File: config.mk
export PLATFORM = sky130hd
export DESIGN_NAME = nibble_serial_adder
export DESIGN_NICKNAME = d
export VERILOG_FILES = /design/src/rtl/nibble_serial_adder_pkg.sv /design/src/rtl/RCA_4bit.sv /design/src/rtl/nibble_serial_adder.sv
export SDC_FILE = /design/constraint.sdc
export NUM_CORES = 1
export LEC_CHECK = 0
export CAP_MARGIN = 0
export CORE_ASPECT_RATIO = 1.1
export CORE_UTILIZATION = 45
export DETAILED_ROUTE_END_ITERATION = 10
export PLACE_DENSITY = 0.79
export SYNTH_ARGS = -nofsm -noshare
export SYNTH_HDL_FRONTEND = slang
export SYNTH_HIERARCHICAL = 1
export SYNTH_SLANG_ARGS = --single-unit
File: constraint.sdc
create_clock -name clk -period 3.1 [get_ports clk]
set_clock_uncertainty 0.2 [all_clocks]
set_input_delay 0.31 -clock clk [delete_from_list [all_inputs] [get_ports clk]]
set_output_delay 0.31 -clock clk [all_outputs]
set_load 0.02 [all_outputs]
File: src/rtl/nibble_serial_adder_pkg.sv
// rtl/nibble_serial_adder_pkg.sv - shared constants and state encoding for the nibble-serial adder
package nibble_serial_adder_pkg;

   localparam int NIBBLE_W = 4;

   typedef enum logic [1:0] {
      IDLE = 2'd0,
      RUN  = 2'd1,
      DONE = 2'd2
   } state_e;

   // Counter width for n nibbles, never narrower than one bit.
   function automatic int idx_width(input int n);
      return (n > 1) ? $clog2(n) : 1;
   endfunction

endpackage

File: src/rtl/RCA_4bit.sv
// rtl/RCA_4bit.sv - 4-bit ripple-carry adder, purely combinational
module RCA_4bit (
   input  logic [3:0] a,
   input  logic [3:0] b,
   input  logic       cin,
   output logic [3:0] sum,
   output logic       cout
);

   always_comb begin
      logic c;
      c   = cin;
      sum = '0;
      for (int i = 0; i < 4; i++) begin
         sum[i] = a[i] ^ b[i] ^ c;
         c      = (a[i] & b[i]) | (c & (a[i] ^ b[i]));
      end
      cout = c;
   end

endmodule

File: src/rtl/nibble_serial_adder.sv
// rtl/nibble_serial_adder.sv - WIDTH-bit adder that reuses one RCA_4bit over WIDTH/4 cycles
module nibble_serial_adder
   import nibble_serial_adder_pkg::*;
#(
   parameter int WIDTH = 16
) (
   input  logic             clk,
   input  logic             rst_n,
   input  logic             in_valid,
   output logic             in_ready,
   input  logic [WIDTH-1:0] a,
   input  logic [WIDTH-1:0] b,
   input  logic             cin,
   output logic             out_valid,
   input  logic             out_ready,
   output logic [WIDTH-1:0] sum,
   output logic             cout,
   output logic             busy
);

   localparam int N     = WIDTH / NIBBLE_W;
   localparam int IDX_W = idx_width(N);
   localparam logic [IDX_W-1:0] LAST_IDX = IDX_W'(N - 1);

   generate
      if ((WIDTH % NIBBLE_W) != 0 || WIDTH < NIBBLE_W) begin : g_bad_width
         $error("nibble_serial_adder: WIDTH must be a non-zero multiple of 4");
      end
   endgenerate

   state_e           state_q, state_d;
   logic [WIDTH-1:0] op_a_q, op_a_d;
   logic [WIDTH-1:0] op_b_q, op_b_d;
   logic [WIDTH-1:0] sum_q, sum_d;
   logic             carry_q, carry_d;
   logic [IDX_W-1:0] idx_q, idx_d;

   logic [NIBBLE_W-1:0] nib_a, nib_b, rca_sum;
   logic                rca_cout;
   logic                accept;
   logic                last_nibble;

   assign accept      = in_valid && (state_q == IDLE);
   assign last_nibble = (idx_q == LAST_IDX);

   always_ff @(posedge clk or negedge rst_n) begin
      if (!rst_n) begin
         state_q <= IDLE;
      end else begin
         state_q <= state_d;
      end
   end

   always_comb begin
      state_d = state_q;
      case (state_q)
         IDLE:    if (accept)      state_d = RUN;
         RUN:     if (last_nibble) state_d = DONE;
         DONE:    if (out_ready)   state_d = IDLE;
         default:                  state_d = IDLE;
      endcase
   end

   // Handshake outputs come straight from state so there is no in->out comb path.
   always_comb begin
      in_ready  = (state_q == IDLE);
      out_valid = (state_q == DONE);
      busy      = (state_q == RUN) || (state_q == DONE);
   end

   always_comb begin
      nib_a = '0;
      nib_b = '0;
      for (int k = 0; k < N; k++) begin
         if (idx_q == IDX_W'(k)) begin
            nib_a = op_a_q[k*NIBBLE_W +: NIBBLE_W];
            nib_b = op_b_q[k*NIBBLE_W +: NIBBLE_W];
         end
      end
   end

   RCA_4bit u_rca (
      .a    (nib_a),
      .b    (nib_b),
      .cin  (carry_q),
      .sum  (rca_sum),
      .cout (rca_cout)
   );

   always_comb begin
      op_a_d  = op_a_q;
      op_b_d  = op_b_q;
      sum_d   = sum_q;
      carry_d = carry_q;
      idx_d   = idx_q;
      if (accept) begin
         op_a_d  = a;
         op_b_d  = b;
         sum_d   = '0;
         carry_d = cin;
         idx_d   = '0;
      end else if (state_q == RUN) begin
         for (int k = 0; k < N; k++) begin
            if (idx_q == IDX_W'(k)) begin
               sum_d[k*NIBBLE_W +: NIBBLE_W] = rca_sum;
            end
         end
         carry_d = rca_cout;
         idx_d   = last_nibble ? '0 : idx_q + 1'b1;
      end
   end

   always_ff @(posedge clk or negedge rst_n) begin
      if (!rst_n) begin
         op_a_q  <= '0;
         op_b_q  <= '0;
         sum_q   <= '0;
         carry_q <= 1'b0;
         idx_q   <= '0;
      end else begin
         op_a_q  <= op_a_d;
         op_b_q  <= op_b_d;
         sum_q   <= sum_d;
         carry_q <= carry_d;
         idx_q   <= idx_d;
      end
   end

   assign sum  = sum_q;
   assign cout = carry_q;

endmodule

=== Yosys cells after proc, flatten, opt, wreduce, memory -nomap -nowiden ===
Index checks and enable logic that the tools add are counted.
W data, S select, Z words.

* Output and inout bits: 20
* Bits of input ports: 37
* Word-level logic and storage cells: 75
* Flip-flop bits (word level): 53

* Muxes and demuxes: 23
* Reduce and logical (&&, ||, !) cells: 14
* Add/subtract/negate cells: 1
* Equality and inequality tests: 8
* Bitwise logic cells: 20

{| class="wikitable"
|+ Operator list
! kind !! count
|-
| $mux W4 || 12
|-
| $mux W16 || 2
|-
| $mux W2 || 6
|-
| $reduce_bool A2 Y1 || 5
|-
| $and A1 B1 Y1 || 8
|-
| $reduce_and A2 Y1 || 4
|-
| $xor A1 B1 Y1 || 8
|-
| $eq A2 B2 Y1 const B || 3
|-
| $pmux W2 S3 || 1
|-
| $eq A2 B1 Y1 const B || 2
|-
| $logic_not A2 Y1 || 2
|-
| $ne A2 B1 Y1 const B || 2
|-
| $or A1 B1 Y1 || 4
|-
| $reduce_and A3 Y1 || 1
|-
| $add A2 B1 Y2 const B || 1
|-
| $mux W1 || 2
|-
| $ne A2 B2 Y1 const B || 1
|-
| $logic_and A1 B1 Y1 || 1
|-
| $logic_or A1 B1 Y1 || 1
|}

=== Logic depth before layout (Yosys ltp) ===
* Word-level depth: 16
* Depth in mapped cells: 16
* Mapped depth without buffers: 15

=== By module ===
Netlist, hierarchy kept.

{| class="wikitable"
|+ Modules (own cells, without submodules)
! module !! times used !! seq. area each (µm²) !! cells each !! area each (µm²)
|-
| nibble_serial_adder || 1 || 1,326.3 || 281 || 2,444.8
|-
| RCA_4bit || 1 || 0.0 || 14 || 117.6
|}

=== Least setup slack after synthesis ===
OpenSTA, ideal clock, no wires.

* Path kind: register -> register
* From: register idx_q[0]
* To: register sum_q[11] (netlist: sum[11])
* Arrival time: 3.034 ns
* Cell stages (with the launch flop): 16
* Path buffers: 0
* Setup slack: -0.212 ns
* Path through: dfrtp_1 inv_1 ha_1 and2b_1 a221oi_1 o31ai_1 fa_1 inv_1 fa_1 inv_1 fa_1 inv_1 fa_1 inv_1 nand3_1 a21oi_1

* Cells in the longest elaborated chain, start to end: 16
* Elaborated cells between the ends (all ways): 31
* Classes of those cells: eq/ne: 3; mux: 11; bitwise: 14; reduce/logical: 3

{| class="wikitable"
|+ Ends and longest elaborated chain
! element !! RTL line !! source
|-
| start: declaration || nibble_serial_adder.sv:36 || <nowiki>logic [IDX_W-1:0] idx_q, idx_d;</nowiki>
|-
| start signal: assignment || nibble_serial_adder.sv:125 || <nowiki>idx_q <= idx_d;</nowiki>
|-
| $logic_not A2 Y1 || nibble_serial_adder.sv:75 || <nowiki>if (idx_q == IDX_W'(k)) begin</nowiki>
|-
| $mux W4 (3 in series) || nibble_serial_adder.sv:75 ||
|-
| $mux W4 * || nibble_serial_adder.sv:75 ||
|-
| net nib_b[0] || nibble_serial_adder.sv:38 || <nowiki>logic [NIBBLE_W-1:0] nib_a, nib_b, rca_sum;</nowiki>
|-
| $xor A1 B1 Y1 || RCA_4bit.sv:16 || <nowiki>c = (a[i] & b[i]) | (c & (a[i] ^ b[i]));</nowiki>
|-
| $and A1 B1 Y1 || RCA_4bit.sv:16 ||
|-
| $or A1 B1 Y1 * || RCA_4bit.sv:16 ||
|-
| $and A1 B1 Y1 * || RCA_4bit.sv:16 ||
|-
| $or A1 B1 Y1 * || RCA_4bit.sv:16 ||
|-
| $and A1 B1 Y1 * || RCA_4bit.sv:16 ||
|-
| $or A1 B1 Y1 * || RCA_4bit.sv:16 ||
|-
| $xor A1 B1 Y1 * || RCA_4bit.sv:15 || <nowiki>sum[i] = a[i] ^ b[i] ^ c;</nowiki>
|-
| net rca_sum[3] || nibble_serial_adder.sv:38 ||
|-
| $mux W4 * || nibble_serial_adder.sv:104 || <nowiki>if (idx_q == IDX_W'(k)) begin</nowiki>
|-
| $mux W16 * || nibble_serial_adder.sv:102 || <nowiki>end else if (state_q == RUN) begin</nowiki>
|-
| $mux W16 * || nibble_serial_adder.sv:96 || <nowiki>if (accept) begin</nowiki>
|-
| end signal: assignment || nibble_serial_adder.sv:123 || <nowiki>sum_q <= sum_d;</nowiki>
|-
| end: declaration || nibble_serial_adder.sv:34 || <nowiki>logic [WIDTH-1:0] sum_q, sum_d;</nowiki>
|}

Mark *: on every way through the listed nets, which the timed path passes. The rest lies on a longest branch. The select of a mux whose other input is x is not followed.
A chain may end at the register's enable or synchronous reset.

=== Worst setup path in the final report ===
* From: register idx_q[1]
* To: register sum_q[11] (netlist: sum[11])

Same word-level chain as after synthesis.

==> impl_metrics.ini <==
[timing]
layout_setup_ws_ps = -183
post-route-min-period_ps = 3280
maxSlewHeadroom = 0.331
tightest_slew_ps = 1000
slew_viol_final = 0
final-hold-violation-count = 0
period_share = 1.06
max_frequency_mhz = 305
setup-violations-final = 4
rsz0062_at_grt = yes
timing.hold.ws_ps = 284

[critical_path]
cp.arrival_ps = 3330
worstReg2RegEnd = sum[11]
crit_path_start_kind = flip-flop
r2r_slack_ps = -180
rr_startpoint = idx_q[1]
end_kind = flip-flop
worst_ep_required_time_ps = 3140
critical_path.max_fanout = 5
worstSetupPathType = flip-flop to flip-flop
timing.reg2reg.worst_path_depth = 15

[floorplanning]
dieHeight_um = 81.1
ios = 57
fp-row-count = 28
die-area_um2 = 6000
core_area_um2 = 5430
floorplan.initialDensity = 0.472
die_width_um = 74.0

[layout]
nets = 407
antennaDiodeCount = 0
layout.filler_cells = 452
flow.area_growth_from_synthesis_pct = 33.3
layout_cell_share_with_drive_strength_beyond_1 = 0.128

[pwr]
power.ir.vdd_worst_uv = 429
p_per_area_nw_per_um2 = 1040
total_leakage_power_nw = 1.60
total_power_mw = 3.57

[clocking]
root_buffer = clkbuf_8
cts_buffer_depth = 2
clock_insertion_delay_worst_skew_ps = 310
clk_sinks = 53
clk_pin_slew_worst_paths_ps = 100
cts_made_buffers = 5
cts-htree-levels = 2
tritoncts_clock_tree = done

[grt]
grt_overflow = 0
grt_pass1_wl_mm = 9.63
antenna_violations_before_repair = 0
grt_pass1_vias = 2212
grt_max_degree = 54
grtUsageTotal = 0.210

[min_path]
worst_hold_path.num_cells = 2
min-delay-start = op_b_q[11]
worstHoldEndpoint = op_b_q[11]
classification_of_the_worst_slack_hold_path = flip-flop to flip-flop

[logic_synthesis]
postSynthNetCount = 345
ys_seq_area_frac = 0.518
netlist_area_um2 = 2560
ys_ff_latch = 53
synth.avg_cell_area_um2 = 8.69
yosysUniqueCellTypes = 21
postSynthCellCount = 295
ys_warn_count = 6

[outcome]
outcome = finished with violations
violations = setup timing

[route]
vias_per_cell = 5.03
detail_route.wirelength_mm = 5.50
wl_per_cell_um = 12.7
vias = 2179
drt_first_pass_iters = 4
antenna_violating_nets_post_route = 0
drc_errors = 0
number_of_design_rule_violations_left_by_the_first_detailed_router_iteration = 97

[placement]
portBuffers = 56
globalplace.congestion = 0.835
dpl.hpwl_mm = 3.97

[flow_run]
max_cap_violations = 0
-- layout make-up --
| class | instances | area [um^2] | area share |
|---|---|---|---|
| flip-flops and latches | 53 | 1330 | 0.389 |
| multi-input cells | 207 | 1160 | 0.341 |
| repair buffers | 72 | 678 | 0.198 |
| well taps | 75 | 93.8 | 0.0275 |
| clock buffers | 5 | 68.8 | 0.0201 |
| inverters | 18 | 67.6 | 0.0198 |
| clock inverters | 3 | 17.5 | 0.00513 |
-- where the power goes --
part / leakage, nW / internal [mW] / switching, mW
Combinational: 0.881 / 0.854 / 1.14
Clock: 0.0439 / 0.156 / 0.227
Sequential: 0.677 / 1.00 / 0.186
-- timing repair --
item | 4_1_cts | 5_1_grt
gates cloned | 0 | 0
setup buffers | 1 | 0
gates resized for setup | 2 | 3
hold buffers | 1 | 0
setup endpoints to repair | 4 | 5
endpoints found under the hold margin | 32 | 0
pin swaps | 1 | 4
-- worst max-delay path, stage by stage (launching register included) --
cell and delay [ps]:
dfrtp_1 410, inv_2 110, ha_4 160, and2b_2 230
a221oi_2 240, o31ai_2 100, fa_2 370, inv_2 70
fa_2 190, inv_2 40, fa_2 330, inv_2 60
fa_1 420, inv_2 100, nand3_1 90, a21oi_2 130
-- state kept, by name, summed over array words and instances (netlist names) --
register / cells
cout: 1
idx_q: 2
sum: 16
state_q: 2
op_b_q: 16
op_a_q: 16
-- cell usage in the layout, fill, tap and decap left out, types with 2 or more instances in the layout --
cell and count:
inv_2 7, clkbuf_8 5, o31ai_1 6, a221oi_1 6, nand3_1 15, mux2i_1 3, nand2_1 124, ha_1 5
a21oi_1 15, nor2b_1 7, clkinv_2 2, dfrtp_1 52, a21oi_2 3, fa_2 3, nor2_1 3, inv_1 11
ha_2 2, mux2_1 2, ha_4 2, clkdlybuf4s50_1 55, buf_4 15, o21ai_1 3
-- stage by stage --
step / std cells / worst slack [ps] / utilization / instance area (um^2) / setup TNS (ps)
2_1_floorplan: 295 / -94.2 / - / 2630 / -321
3_3_place_gp: 423 / -89.9 / 0.607 / 3300 / -317
3_5_place_dp: 423 / -168 / 0.607 / 3300 / -642
4_1_cts: 433 / -189 / 0.627 / 3410 / -699
5_1_grt: 433 / -321 / 0.629 / 3420 / -1280
6_report: 433 / -183 / 0.629 / 3420 / -679
-- synthesized netlist by cell type --
master	number	area (um^2)
nand2_1	124	465
dfrtp_1	53	1330
a21oi_1	18	90.1
inv_1	17	63.8
nand3_1	16	80.1
clkbuf_1	11	41.3
ha_1	9	113
a221oi_1	7	61.3
nor2b_1	7	43.8
o31ai_1	7	52.6
buf_2	6	30.0
fa_1	4	80.1
mux2i_1	3	30.0
nor2_1	3	11.3
o21ai_1	3	15.0
mux2_1	2	22.5
a222oi_1	1	10.0
a22o_1	1	8.76
and2_1	1	6.26
and2b_1	1	7.51
inv_2	1	3.75
-- metal layers --
layer  part of all wire  GRT usage  vias up
met2               0.50      0.353       56
met4              0.025      0.102        0
met5                  0          0        -
li1                   -          -     1067
met1               0.44      0.258     1042
met3              0.034     0.0397       14
-- worst max-delay path by stage --
stage / from / end / slack [ps] / depth (start not counted)
finish: idx_q[1] / sum[11] / -180 / 15
global route: idx_q[1] / sum[11] / -320 / 15
CTS: idx_q[1] / sum[15] / -190 / 15
detailed placement: idx_q[1] / sum[15] / -170 / 15
global placement: idx_q[1] / sum[15] / -90 / 15
floorplan: idx_q[0] / sum[15] / -90 / 16
-- kinds of logic (layout without fill, tap and decap cells) --
| logic type | after synthesis | after routing | share of synthesized area |
|---|---|---|---|
| simple gates | 152 | 152 | 0.240 |
| mux | 5 | 5 | 0.0205 |
| compound gates | 37 | 37 | 0.0928 |
| buf+inv | 35 | 98 | 0.0542 |
| fa+ha+maj | 13 | 13 | 0.0752 |
| flops | 53 | 53 | 0.518 |
(Power assumes the default switching activity.)
